**src/rtl/seg7.sv**
```systemverilog
// seg7 - hexadecimal / BCD to seven-segment decoder.
//
// Decodes a 4-bit code into a seven-segment drive pattern. Segment polarity,
// output registering and blanking of codes 10-15 are set by parameters.
//
// Parameters:
//   ACTIVE_LOW    1: lit segment drives 0; 0: lit segment drives 1
//   REGISTERED    1: output taken from a flop stage; 0: purely combinational
//   BLANK_INVALID 1: codes 10-15 blank the display; 0: show hex glyphs A-F
//
// Ports:
//   clk     in   1  system clock, rising-edge active
//   reset   in   1  asynchronous reset, active low
//   bcd     in   4  value to display, 0-15
//   inverse out  7  segment drive, bit0=a .. bit6=g
module seg7 #(
   parameter bit ACTIVE_LOW    = 1'b1,
   parameter bit REGISTERED    = 1'b1,
   parameter bit BLANK_INVALID = 1'b0
) (
   input  logic       clk,
   input  logic       reset,
   input  logic [3:0] bcd,
   output logic [6:0] inverse
);

   // All-segments-off level for the selected polarity.
   localparam logic [6:0] BLANK = ACTIVE_LOW ? 7'h7F : 7'h00;

   // Glyph table held in active-low form (gfedcba, 0 = lit).
   logic [6:0] pattern_al;
   logic [6:0] decoded;

   always_comb begin
      pattern_al = 7'h7F;
      unique case (bcd)
         4'h0: pattern_al = 7'h40;
         4'h1: pattern_al = 7'h79;
         4'h2: pattern_al = 7'h24;
         4'h3: pattern_al = 7'h30;
         4'h4: pattern_al = 7'h19;
         4'h5: pattern_al = 7'h12;
         4'h6: pattern_al = 7'h02;
         4'h7: pattern_al = 7'h78;
         4'h8: pattern_al = 7'h00;
         4'h9: pattern_al = 7'h10;
         4'hA: pattern_al = BLANK_INVALID ? 7'h7F : 7'h08;
         4'hB: pattern_al = BLANK_INVALID ? 7'h7F : 7'h03;
         4'hC: pattern_al = BLANK_INVALID ? 7'h7F : 7'h46;
         4'hD: pattern_al = BLANK_INVALID ? 7'h7F : 7'h21;
         4'hE: pattern_al = BLANK_INVALID ? 7'h7F : 7'h06;
         4'hF: pattern_al = BLANK_INVALID ? 7'h7F : 7'h0E;
         default: pattern_al = 7'h7F;
      endcase
   end

   always_comb begin
      decoded = ACTIVE_LOW ? pattern_al : ~pattern_al;
   end

   generate
      if (REGISTERED) begin : g_reg
         logic [6:0] seg_q;

         always_ff @(posedge clk or negedge reset) begin
            if (!reset) begin
               seg_q <= BLANK;
            end else begin
               seg_q <= decoded;
            end
         end

         always_comb begin
            inverse = seg_q;
         end
      end else begin : g_comb
         // Clock and reset play no part in the combinational variant.
         logic unused_clk_reset;

         always_comb begin
            unused_clk_reset = clk ^ reset;
            inverse          = decoded;
         end
      end
   endgenerate

endmodule

```
**config.mk**
```make
export PLATFORM = sky130hd
export DESIGN_NAME = seg7
export DESIGN_NICKNAME = d
export VERILOG_FILES = /design/src/rtl/seg7.sv
export SDC_FILE = /design/constraint.sdc
export NUM_CORES = 1
export LEC_CHECK = 0
export ABC_AREA = 1
export CAP_MARGIN = 20
export CORE_MARGIN = 2
export CORE_UTILIZATION = 37
export DETAILED_ROUTE_END_ITERATION = 16
export DONT_BUFFER_PORTS = 1
export PLACE_DENSITY = 0.59
export SYNTH_ARGS = -nofsm -noshare
export SYNTH_HDL_FRONTEND = slang
export SYNTH_SLANG_ARGS = --single-unit
export TNS_END_PERCENT = 20
```
**constraint.sdc**
```tcl
create_clock -name clk -period 1.3 [get_ports clk]
set_input_delay 0.13 -clock clk [delete_from_list [all_inputs] [get_ports clk]]
set_output_delay 0.13 -clock clk [all_outputs]
set_load 0.03 [all_outputs]
```
==> flow_results.org <==
** Timing
- At the pin with the least slew margin, the transition time is 0.292 ns.
- Setup slack closes at between 0.3 and 0.4 ns.
- Final slew viol count :: 0
- Final Hold Viols :: 0
- Setup violations remaining at the end of the flow were counted as 0.
- Worst hold slack after final layout :: slightly below 0.005 ns
- The worst path in the final design needs a cycle of 0.990 ns, including I/O delays and setup.
- Setup repair after global routing left no endpoint under its margin.
- Remaining max-slew budget at the tightest pin :: roughly four fifths
- For the final routed database, the setup TNS stands at 0 ns.
- Period Utilization, post-route :: between 70% and 80%
- Peak Freq :: 1010 MHz

** Floorplanning
- After floorplanning, the core was divided into 13 placement rows.
- The initial utilization of the core area, before any placement, comes to 38.7%.
- In this run the vertical extent of the chip is between 40 and 50 microns.
- From left edge to right edge, the die measures roughly 40 microns.
- Core area :: 1270 sq um
- The die covers between 1500 and 2000 sq um.
- Boundary Pins :: 13

** Logic synthesis
- Cell Area, Synth :: ~490 sq um
- For this run, the number of Yosys warnings is 0.
- The biggest area contributor in the post-synthesis netlist is sky130_fd_sc_hd__dfstp_2.
- Predominant post-synthesis flop cell :: sky130_fd_sc_hd__dfstp_2
- After synthesis, the largest area contributor takes up 37.5% of total cell area.
- By count the netlist is led by sky130_fd_sc_hd__nand2_1, sky130_fd_sc_hd__nand3_1, sky130_fd_sc_hd__dfstp_2, sky130_fd_sc_hd__ha_1, sky130_fd_sc_hd__inv_1.
- Counting flops and latches in the post-synthesis netlist gives 7.
- Synthesized instance count :: 58
- Number of synthesized flops with an enable pin :: 0
- Net Count, Synth :: 71
- Most frequent cell after synthesis :: sky130_fd_sc_hd__nand2_1
- Count of cell types in the netlist :: 13
- Leading post-synthesis cells by cell area :: sky130_fd_sc_hd__dfstp_2, sky130_fd_sc_hd__ha_1, sky130_fd_sc_hd__nand2_1
- After synthesis, the mean cell area works out to 8.46 sq um.
- Sequential share of the synthesized area :: 37.5%
- In the synthesized netlist the async set-or-reset flop fraction comes to 100%.

** Finish
- Final design area excluding fillers :: 543 sq um
- Area delta synth->final :: 10.7%
- Number of flip-flops under the largest register name :: 7
- 0 antenna diodes ended up in the layout.
- The post-route netlist has 25.4% of its cells at a drive strength greater than 1.
- Number of nets in the layout :: between 70 and 80
- Non-Filler Instances :: 78
- The layout has 140 filler cells.

** Power and ir drop
- Switching Share :: about 29%
- Power spread over the standard cell area amounts to ~1000 nW/um^2.
- Summed over all cells, the static leakage comes to 0.000288 uW.
- Peak ir drop on the vdd network :: 396 uV
- The clock network accounts for 33.5% of the total power.
- The internal portion of the total power is 402 uW.
- The analysis attributes to net switching a power of between 150 and 200 uW.
- Combinational logic is responsible for 13.6% of the overall power.
- Registers are responsible for roughly 53% of the overall power.

** Global route
- GRT Residual Overflow :: 0
- Gr usage total :: a little over an eighth
- Number of antenna violations at the first check in global routing :: 0
- The first global-routing pass estimated 1.42 mm of wire.
- Entering global routing, the biggest net connects 12 pins.
- Via count of the first global-routing pass :: 332

** Outcome
- Result of the run :: finished, final reports clean

** Route
- For this run, design rule violations remaining after detail routing come to 0.
- The first routing iteration left 5 violations.
- Across all layers, the routed design uses 350 vias.
- Vias/cell :: 4.49
- After detailed routing, the average wire length per cell comes to 10.3 microns.
- The first detailed-routing pass ran for 4 iterations.
- Antenna-violating nets left :: 0
- After detailed routing, the total wire length is 805 microns.

** Clocking
- In this run the number of H-tree levels came out at 1.
- Root buffer cell :: sky130_fd_sc_hd__clkbuf_4
- # clock sinks :: 7
- Max clock buf depth :: 2
- Number of clock buffers inserted by TritonCTS :: 3
- Register clock-pin slew on the reported worst setup and hold paths :: ~0.050 ns
- Post-CTS setup buffer count :: 0
- After clock tree synthesis, the repair step resized 0 gates.
- Post-cts hold buffer count :: 3
- CTS tree :: yes

** Placed design
- Cell count after placement :: 71
- Worst setup timing slack at the placement stage :: 0.457 ns
- Input and output buffers added on the ports amount to 0.
- Placed inst area :: about 500 sq um
- Routability congestion estimate from global placement :: 0.835
- Once detailed placement completed, the half-perimeter wirelength came to 643 microns.

** Setup path
- Worst-path fanout max :: 1
- Data on the critical path arrives at its endpoint at 0.86 ns.
- The worst setup path is of the flip-flop to output pin kind.
- Critical Path Start Type :: flip-flop
- Required time at the worst-slack endpoint :: 1.17 ns
- Kind of capture point of the worst setup path :: output pin

** Job
- Max-cap violation count :: 0

** Min path
- The path class of the tightest hold or removal check is input pin to flip-flop.
per-stage QoR:
step                      power (uW)  util [%]
final                            567      42.8
after global routing             608      42.8
after CTS                        573      42.8
after detailed placement         368      38.4
after global placement           366      38.4
after floorplan                  369         -
layout make-up:
| cell class | count | area, sq um | share of cell area, % |
|---|---|---|---|
| Multi-Input combinational cell | 42 | 258 | 47.5 |
| Sequential cell | 7 | 184 | 33.9 |
| Inverter | 7 | 26.3 | 4.84 |
| Clock buffer | 4 | 26.3 | 4.84 |
| Tap cell | 15 | 18.8 | 3.46 |
| Timing Repair Buffer | 3 | 30.0 | 5.53 |
power groups by stage:
stage / Combinational [uW] / Sequential (uW) / Clock (uW)
2_1_floorplan: 67.9 / 301 / 0
3_3_place_gp: 64.5 / 301 / 0
3_5_place_dp: 64.6 / 303 / 0
4_1_cts: 77.8 / 301 / 195
5_1_grt: 89.7 / 303 / 215
6_report: 77.1 / 300 / 190
routing by layer:
metal	global-route usage (%)	vias to the layer above	share of wire [%]
li1	-	189	-
met1	14.4	148	44
met2	22.6	13	48
met3	4.44	0	7.8
met4	7.50	0	0
met5	0	-	0
worst paths after layout:
path,start,endpoint,slack [ns],depth (start not counted)
worst max-delay path,inverse[3]$_DFF_PN1_,inverse[3],0.31,0
worst min-delay path,bcd[3],inverse[1]$_DFF_PN1_,0.005,2
max in group asynchronous,reset,inverse[4]$_DFF_PN1_,0.82,1
min in group asynchronous,reset,inverse[0]$_DFF_PN1_,0.46,1
cell usage in the layout, fill, tap and decap left out, types with 2 or more instances in the layout:
master	Yosys	routed
sky130_fd_sc_hd__nand2_1	20	20
sky130_fd_sc_hd__nand3_1	8	8
sky130_fd_sc_hd__ha_1	7	7
sky130_fd_sc_hd__dfstp_2	7	7
sky130_fd_sc_hd__inv_1	6	6
sky130_fd_sc_hd__clkbuf_4	0	3
sky130_fd_sc_hd__dlygate4sd3_1	0	3
sky130_fd_sc_hd__nand2_2	2	2
cells by family after synthesis:
family / Yosys count / synth area share [%]
flops: 7 / 37.5
compound gates: 2 / 2.81
fa+ha+maj: 7 / 17.9
simple gates: 33 / 31.9
buf+inv: 9 / 9.95
Power figures use the tool's default switching activity.
